`src/rtl/ncc_pkg.sv`:
```
// ncc_pkg: shared constants, FSM states and record layout for the NCC host byte link
package ncc_pkg;
    localparam logic [7:0] SYNC_BYTE = 8'hA5;
    localparam int FRAME_PAYLOAD_BYTES = 8;
    typedef enum logic [1:0] {IDLE, SYNC, PAYLOAD, CHECK} state_t;
    typedef struct packed {
        logic [31:0] score;
        logic [15:0] x;
        logic [15:0] y;
    } rec_t;
    // Payload byte idx of a record, MSB-first across score, x, y
    function automatic logic [7:0] payload_byte(input rec_t r, input logic [2:0] idx);
        logic [63:0] w;
        w = 64'(r) << {idx, 3'b000};
        return w[63:56];
    endfunction
endpackage

```
`src/rtl/result_fifo.sv`:
```
// result_fifo: synchronous FIFO with wrap-bit pointers to tell full from empty
module result_fifo #(
    parameter int W     = 64,
    parameter int DEPTH = 8
) (
    input  logic         clk,
    input  logic         rst,
    input  logic         i_push,
    input  logic         i_pop,
    input  logic [W-1:0] i_din,
    output logic [W-1:0] o_dout,
    output logic         o_full,
    output logic         o_empty
);
    localparam int AW = $clog2(DEPTH);
    logic [AW:0]  r_wp, r_rp;
    logic [W-1:0] r_mem [DEPTH];
    assign o_empty = r_wp == r_rp;
    assign o_full  = (r_wp[AW] != r_rp[AW]) && (r_wp[AW-1:0] == r_rp[AW-1:0]);
    assign o_dout  = r_mem[r_rp[AW-1:0]];
    always_ff @(posedge clk or posedge rst) begin
        if (rst) begin
            r_wp <= '0;
            r_rp <= '0;
        end else begin
            if (i_push && !o_full) r_wp <= r_wp + 1'b1;
            if (i_pop && !o_empty) r_rp <= r_rp + 1'b1;
        end
    end
    always_ff @(posedge clk) begin
        if (i_push && !o_full) r_mem[r_wp[AW-1:0]] <= i_din;
    end
endmodule

```
`src/rtl/ncc_result_tx.sv`:
```
// ncc_result_tx: buffers match results and serializes each into a 10-byte
// frame (sync, score, x, y, XOR checksum) on the host byte stream
module ncc_result_tx
    import ncc_pkg::*;
#(
    parameter int SCORE_W    = 32,
    parameter int COORD_W    = 10,
    parameter int FIFO_DEPTH = 8
) (
    input  logic               clk,
    input  logic               rst,
    input  logic               resValid,
    output logic               resReady,
    input  logic [SCORE_W-1:0] resScore,
    input  logic [COORD_W-1:0] resX,
    input  logic [COORD_W-1:0] resY,
    output logic [7:0]         pciOut,
    output logic               pciValid,
    input  logic               pciReady,
    output logic [15:0]        txCount,
    output logic               busy
);
    logic       w_full, w_empty, w_push, w_pop, w_xfer, w_done;
    rec_t       w_din, w_dout, r_rec, w_rec_nxt;
    state_t     r_state, w_state_nxt;
    logic [2:0] r_idx, w_idx_nxt;
    logic [7:0] r_chk, w_chk_nxt, r_out, w_out_nxt;
    logic       r_valid;
    logic [15:0] r_tx_cnt;

    assign w_din    = {32'(resScore), 16'(resX), 16'(resY)};
    assign w_push   = resValid && !w_full;
    assign w_xfer   = r_valid && pciReady;
    assign resReady = !w_full;
    assign pciOut   = r_out;
    assign pciValid = r_valid;
    assign txCount  = r_tx_cnt;
    assign busy     = (r_state != IDLE) || !w_empty;

    result_fifo #(.W($bits(rec_t)), .DEPTH(FIFO_DEPTH)) u_fifo (
        .clk     (clk),
        .rst     (rst),
        .i_push  (w_push),
        .i_pop   (w_pop),
        .i_din   (w_din),
        .o_dout  (w_dout),
        .o_full  (w_full),
        .o_empty (w_empty)
    );

    always_comb begin
        w_state_nxt = r_state;
        w_rec_nxt   = r_rec;
        w_idx_nxt   = r_idx;
        w_chk_nxt   = r_chk;
        w_pop       = 1'b0;
        w_done      = 1'b0;
        case (r_state)
            IDLE: if (!w_empty) begin
                w_pop       = 1'b1;
                w_state_nxt = SYNC;
            end
            SYNC: if (w_xfer) begin
                w_state_nxt = PAYLOAD;
                w_idx_nxt   = '0;
            end
            PAYLOAD: if (w_xfer) begin
                w_chk_nxt   = r_chk ^ payload_byte(r_rec, r_idx);
                w_idx_nxt   = r_idx + 1'b1;
                w_state_nxt = (r_idx == 3'(FRAME_PAYLOAD_BYTES - 1)) ? CHECK : PAYLOAD;
            end
            CHECK: if (w_xfer) begin
                w_done      = 1'b1;
                w_pop       = !w_empty;
                w_state_nxt = w_empty ? IDLE : SYNC;
            end
            default: w_state_nxt = IDLE;
        endcase
        if (w_pop) begin
            w_rec_nxt = w_dout;
            w_chk_nxt = '0;
        end
        // Output byte is registered, so select it from the next-cycle state
        w_out_nxt = (w_state_nxt == SYNC)    ? SYNC_BYTE :
                    (w_state_nxt == PAYLOAD) ? payload_byte(w_rec_nxt, w_idx_nxt) :
                    (w_state_nxt == CHECK)   ? w_chk_nxt : 8'h00;
    end

    always_ff @(posedge clk or posedge rst) begin
        if (rst) begin
            r_state  <= IDLE;
            r_rec    <= '0;
            r_idx    <= '0;
            r_chk    <= '0;
            r_out    <= '0;
            r_valid  <= 1'b0;
            r_tx_cnt <= '0;
        end else begin
            r_state <= w_state_nxt;
            r_rec   <= w_rec_nxt;
            r_idx   <= w_idx_nxt;
            r_chk   <= w_chk_nxt;
            r_out   <= w_out_nxt;
            r_valid <= w_state_nxt != IDLE;
            if (w_done) r_tx_cnt <= r_tx_cnt + 1'b1;
        end
    end
endmodule

```
`config.mk`:
```
export PLATFORM = sky130hd
export DESIGN_NAME = ncc_result_tx
export DESIGN_NICKNAME = d
export VERILOG_FILES = /design/src/rtl/ncc_pkg.sv /design/src/rtl/result_fifo.sv /design/src/rtl/ncc_result_tx.sv
export SDC_FILE = /design/constraint.sdc
export NUM_CORES = 1
export LEC_CHECK = 0
export ABC_AREA = 1
export BUFFER_PORTS_ARGS = -buffer_cell sky130_fd_sc_hd__buf_2
export CAP_MARGIN = 20
export CELL_PAD_IN_SITES_DETAIL_PLACEMENT = 1
export CELL_PAD_IN_SITES_GLOBAL_PLACEMENT = 1
export CORE_MARGIN = 5
export CORE_UTILIZATION = 30
export CTS_CLUSTER_DIAMETER = 50
export DETAILED_ROUTE_END_ITERATION = 8
export PLACE_DENSITY = 0.67
export SLEW_MARGIN = 5
export SYNTH_ARGS = -nofsm -noshare
export SYNTH_HDL_FRONTEND = slang
export SYNTH_SLANG_ARGS = --single-unit
```
`constraint.sdc`:
```
create_clock -name clk -period 4.07 [get_ports clk]
set_input_delay 0.2035 -clock clk [delete_from_list [all_inputs] [get_ports clk]]
set_output_delay 0.2035 -clock clk [all_outputs]
set_load 0.02 [all_outputs]
```
==> results of run 1 <==
==> registers in the layout (all words and copies together), names as in the netlist <==
signal	cells
txCount	16
pciValid	1
r_state	2
u_fifo.r_wp	4
r_chk	8
u_fifo.r_rp	4
u_fifo.r_mem	416
r_idx	3
pciOut	8
r_rec	64
==> area by class of cell <==
class                           instances  area (µm²)  area share (%)
Sequential cell                       526       15300            58.1
Multi-Input combinational cell       1365        6200            23.6
Clock buffer                           73        1550            5.91
Timing Repair Buffer                  175        1410            5.36
Tap cell                              959        1200            4.57
Inverter                               87         335            1.28
Clock inverter                         38         300            1.14
==> placed cells by master (no fill, tap or decap), drive strengths merged <==
| cell type | n |
|---|---|
| clkbuf | 73 |
| a21oi | 34 |
| dlygate4sd3 | 54 |
| clkinvlp | 6 |
| and2 | 14 |
| nand3 | 360 |
| bufinv | 2 |
| nand2 | 779 |
| xor2 | 13 |
| a22oi | 1 |
| o31ai | 1 |
| nor3 | 5 |
| inv | 91 |
| o221ai | 1 |
| nand4 | 6 |
| o21ai | 70 |
| dfrtp | 110 |
| nor3b | 1 |
| xnor2 | 5 |
| buf | 121 |
| ha | 12 |
| nor4 | 1 |
| clkinv | 26 |
| o211ai | 13 |
| nor2 | 49 |
| edfxtp | 416 |
==> kinds of logic (layout without fill, tap and decap cells) <==
group,after synthesis,after routing
fa+ha+maj,12,12
simple gates,1215,1215
xor+xnor,18,18
buf+inv,198,373
compound gates,120,120
flops,526,526
==> worst max-delay path: cells and delay by family (launching register included) <==
family,cells,cell delay (ns)
buffers and inverters,1,0.07
and+or+nand+nor,13,1.93
DFF,1,0.83
==> per-stage QoR <==
step	std cells	setup slack (ns)	cell area [µm²]
after floorplan	2089	0.0566	22300
after global placement	3058	1.18	23900
after detailed placement	3058	1.17	23900
after CTS	3223	1.17	26200
after global routing	3223	0.915	26200
final	3223	1.13	26200
==> how the worst max path moves through the flow <==
stage	startpoint	slack (ns)	to	depth (start not counted)
6_report	u_fifo.r_rp[0]$_DFFE_PP0P_	1.13	pciOut[5]$_DFF_PP0_	14
5_1_grt	u_fifo.r_rp[0]$_DFFE_PP0P_	0.91	pciOut[5]$_DFF_PP0_	14
4_1_cts	u_fifo.r_rp[0]$_DFFE_PP0P_	1.17	pciOut[5]$_DFF_PP0_	14
3_5_place_dp	u_fifo.r_rp[0]$_DFFE_PP0P_	1.17	u_fifo.r_mem[0][33]$_DFFE_PP_	9
3_3_place_gp	u_fifo.r_rp[0]$_DFFE_PP0P_	1.18	u_fifo.r_mem[0][11]$_DFFE_PP_	9
2_1_floorplan	u_fifo.r_rp[1]$_DFFE_PP0P_	0.06	u_fifo.r_mem[7][0]$_DFFE_PP_	10
==> cells in the mapped netlist, drive strengths merged <==
cell      n
o21ai    70
xnor2     5
o221ai    1
nor3      5
nand3   360
nor2     49
dfrtp   110
nor4      1
edfxtp  416
o31ai     1
inv      85
a21oi    34
xor2     13
nand2   779
clkinv    2
ha       12
nor3b     1
clkbuf   24
a22oi     1
nand4     6
and2     14
buf      87
o211ai   13
==> routing by layer <==
metal	track usage, %	part of all wire (%)	up-vias
met1	21.2	44	8025
li1	-	-	7370
met3	2.46	4.0	106
met2	28.0	49	319
met5	0	0.020	-
met4	5.01	3.0	2
==> where the power goes <==
| part | total [mW] | switching [mW] | leakage, nW | internal (mW) |
|---|---|---|---|---|
| combinational | 7.97 | 5.74 | 4.42 | 2.23 |
| clock | 5.08 | 2.23 | 0.884 | 2.85 |
| sequential | 7.42 | 0.532 | 5.14 | 6.89 |
| total | 20.5 | 8.50 | 10.4 | 12.0 |
==> flow_summary.yaml, run 1 <==
hold_path:
  min_from: "pciReady"
  min_path_cells: 5
  hold-path-endpoint: "txCount[1]$_DFFE_PP0P_"
  hp-class: "primary input to flop"
clocking:
  post_cts_buffers: 0
  numCtsBuffers: 59
  hold_buffers: 54
  cts-root-buf: "clkbuf_16"
  cts_resized: 0
  cts_buffer_depth: 3
  cts.clk_slew.worst_paths_ns: 0.06
  clkLatencyLatePin_ns: 0.63
  clock_sinks: 526
  htreeDepth: 2
  cts_tree: "yes"
setup_path:
  crit_path_max_incr_delay_ns: 0.83
  worst_path_most_repeated_cell: "nand2_1"
  cp.required_ns: 4.64
  reg2reg_from: "u_fifo.r_rp[0]$_DFFE_PP0P_"
  cp_slowest_cell: "dfrtp_4"
  worstPathArrival_ns: 3.51
  ff2ff_path_depth: 14
  r2r_end: "pciOut[5]$_DFF_PP0_"
  path_class: "flop to flop"
  r2r_slack_ns: 1.13
  crit_chain: "inv_6 > nand2_1 > nand2_1 > nor2_4 > nand2_2 > nand2_4 > nand2_1 > nand3_1 > nand3_1 > nand2_1 > nand2_1 > nand2_1 > nand2_1 > nand2_1"
  worstSetupStartpointType: "flop"
  crit_fanout: 67
  crit_path_end_kind: "flop"
drt:
  ant_nets: 0
  drt_iter0_drc: 972
  firstDrtPassIters: 5
  wl_per_cell_um: 20.3
  vias_per_cell: 4.91
  drc: 0
  vias: 15800
  wl_um: 65500
floorplan:
  die_height_um: 282
  fp.dieW_um: 282
  start_util_pct: 30.4
  coreArea_mm2: 0.0733
  die-area_mm2: 0.0798
  io_pins: 83
  placementRows: 99
power:
  p_leak_nw: 10.4
  p_per_area_mw_per_mm2: 780
  power_mw: 20.5
  ir_drop_v: 0.000519
logic_synthesis:
  synthAdderAreaFrac_pct: 0.674
  netlist_instances: 2089
  muxShareOfSynthArea_pct: 0
  synth_top_family_by_area: "simple AND/OR/NAND/NOR gates"
  synth_area_leaders: "edfxtp_1, nand2_1, dfrtp_1"
  synth_top_area_share_pct: 56.1
  synth_area_per_cell_um2: 10.7
  ys_warn_count: 0
  syn_area_mm2: 0.0223
  ys_seq_area_share_pct: 68.5
  ys_ff_latch: 526
  synth.distinct_cells: 37
  synth_compound_area_share_pct: 3.00
  yosys.area_share.xor_xnor_pct: 0.708
  yosys.area.top_type: "edfxtp_1"
  yosys.area_share.simple_pct: 23.2
  syn_nets: 2157
global_routing:
  grt_pass1_vias: 16700
  antenna_found_initial: 1
  overflow: 0
  grt_pass1_wl_um: 100000
  grt_max_degree: 123
  grtUsageTotal_pct: 16.2
sta:
  holdWs_ns: 0.0714
  period_minus_slack_ns: 2.94
  worstMarginPinSlew_ns: 0.988
  fin_tns_setup_ns: 0
  maxSlewViolCount: 0
  max_clock_freq_mhz: 340
  hold_violations: 0
  skew_ns: 0.0275
  slew_headroom_pct: 33.9
  setup_viol_count_final: 0
  rsz0062_at_grt: "false"
  fin_crit_sh_pct: 72.3
cells_and_area:
  syn_to_final_growth_pct: 17.9
  fill_cells: 8102
  layout-drive-gt1-share_pct: 11.1
  diodes: 0
  fin_util_pct: 35.8
  num-nets-final: 2282
place:
  port_buffers: 82
  dp.final_hpwl_um: 39400
  gp_congestion: 0.824
flow_run:
  cap_violations: 0
run_status:
  outcome: "finished, final reports clean"
Power figures use the tool's default switching activity.
==> run 2: changes to the inputs <==
--- a/config.mk
+++ b/config.mk
@@ -14,7 +14,7 @@
 export CORE_UTILIZATION = 30
 export CTS_CLUSTER_DIAMETER = 50
 export DETAILED_ROUTE_END_ITERATION = 8
-export PLACE_DENSITY = 0.67
+export PLACE_DENSITY = 0.65
 export SLEW_MARGIN = 5
 export SYNTH_ARGS = -nofsm -noshare
 export SYNTH_HDL_FRONTEND = slang
==> constraint.sdc (replaced) <==
create_clock -name clk -period 3 [get_ports clk]
set_input_delay 0.15 -clock clk [delete_from_list [all_inputs] [get_ports clk]]
set_output_delay 0.15 -clock clk [all_outputs]
set_load 0.02 [all_outputs]
==> flow_summary.yaml, run 2 (synthesis results as in run 1) <==
power:
  ir_drop_v: 0.000899
  p_per_area_mw_per_mm2: 1090
  p_leak_nw: 10.7
clocking:
  cts_buffer_depth: 3
  cts.clk_slew.worst_paths_ns: 0.05
  cts_tree: "yes"
  cts-root-buf: "clkbuf_16"
  htreeDepth: 3
  clock_sinks: 526
  numCtsBuffers: 67
  clkLatencyLatePin_ns: 0.61
global_routing:
  overflow: 0
  grt_max_degree: 210
  grtUsageTotal_pct: 16.3
  grt_pass1_wl_um: 101000
  grt_pass1_vias: 16900
  antenna_found_initial: 1
drt:
  ant_nets: 0
  vias_per_cell: 4.91
  drt_iter0_drc: 1039
  firstDrtPassIters: 5
  drc: 0
  wl_per_cell_um: 20.2
  wl_um: 65500
  vias: 15900
floorplan:
  die-area_mm2: 0.0798
  placementRows: 99
  io_pins: 83
  fp.dieW_um: 282
  start_util_pct: 30.4
  coreArea_mm2: 0.0733
  die_height_um: 282
cells_and_area:
  stdcell_area_mm2: 0.0268
  syn_to_final_growth_pct: 20.5
  num-nets-final: 2298
  layout_common_cells: "nand2_1, edfxtp_1, nand3_1"
  final_common_cell: "nand2_1"
  largest_reg_flops: 416
  layout-drive-gt1-share_pct: 12.3
sta:
  hold_violations: 0
  maxSlewViolCount: 0
  rsz0062_at_grt: "false"
  skew_ns: 0.0245
  period_minus_slack_ns: 2.76
  fin_tns_setup_ns: 0
  setup_viol_count_final: 0
  fin_crit_sh_pct: 92.0
  max_clock_freq_mhz: 362
  slew_headroom_pct: 34.0
  worstMarginPinSlew_ns: 0.990
setup_path:
  path_class: "flop to flop"
  crit_fanout: 209
  cp.required_ns: 3.50
  crit_path_start: "u_fifo.r_rp[0]$_DFFE_PP0P_"
  r2r_slack_ns: 0.24
  crit_path_end_kind: "flop"
  worstPathArrival_ns: 3.26
  reg2reg_from: "u_fifo.r_rp[0]$_DFFE_PP0P_"
  worstSetupStartpointType: "flop"
place:
  port_buffers: 82
  gp_congestion: 0.800
  dp.final_hpwl_um: 37700
  postPlaceCellArea_mm2: 0.0240
flow_run:
  cap_violations: 0
run_status:
  outcome: "finished, final reports clean"
hold_path:
  hp-class: "primary input to flop"
  min_from: "pciReady"
[run 2: what timing repair did]
item                                    4_1_cts  5_1_grt
hold buffers                                 54        0
endpoints found under the hold margin       479        0
gates resized for setup                       0        1
buffers inserted                              0        0
endpoints found under the setup margin        0        1
[run 2: final timing paths]
check | to | depth (start not counted)
max in group asynchronous | u_fifo.r_rp[1]$_DFFE_PP0P_ | 4
worst max-delay path | pciOut[4]$_DFF_PP0_ | 14
worst max register to register | pciOut[4]$_DFF_PP0_ | 14
worst min-delay path | txCount[1]$_DFFE_PP0P_ | 5
worst min register to register | txCount[15]$_DFFE_PP0P_ | 1
min in group asynchronous | txCount[6]$_DFFE_PP0P_ | 3
[run 2: power breakdown]
part           internal [mW]  switching (mW)  total (mW)
clock                   4.99            3.28        8.27
sequential              9.35           0.545        9.90
combinational           3.21            7.98        11.2
[run 2: final cells by class]
class	instances	area [µm²]
fill	8091	46500
sequential	526	15300
multi-input combinational	1365	6200
clock buffer	77	1770
timing repair buffer	183	1540
tap	959	1200
clock inverter	46	522
inverter	87	337
antenna	1	2.50
[run 2: critical path: stages, from the launching register on]
cell and delay [ns]:
dfrtp_4 0.52, inv_6 0.08, buf_16 0.56, nand2_1 0.14, nand3_1 0.12, nand2_1 0.06
nand2_1 0.05, nand2_1 0.12, nand2_1 0.11, nand3_1 0.08, nand3_1 0.10, nand2_1 0.07
nor2_1 0.09, nor2_1 0.10, nor2_1 0.21
[run 2: layer usage]
| metal | up-vias | routed length [µm] | track usage (%) |
|---|---|---|---|
| met5 | - | 0 | 0 |
| li1 | 7403 | - | - |
| met2 | 312 | 32200 | 28.0 |
| met4 | 0 | 1870 | 5.88 |
| met1 | 8116 | 28500 | 21.0 |
| met3 | 102 | 2850 | 2.72 |
[run 2: through the flow]
stage	power (mW)	util (%)	hold slack, ns	setup slack, ns	cells
2_1_floorplan	17.2	-	0.249	-0.164	2089
3_5_place_dp	21.3	32.7	0.200	0.265	3066
5_1_grt	31.2	36.6	0.0508	0.0400	3244
4_1_cts	29.7	36.6	0.00617	0.215	3243
3_3_place_gp	21.0	32.7	0.191	0.348	3066
6_report	29.4	36.6	0.0382	0.241	3244
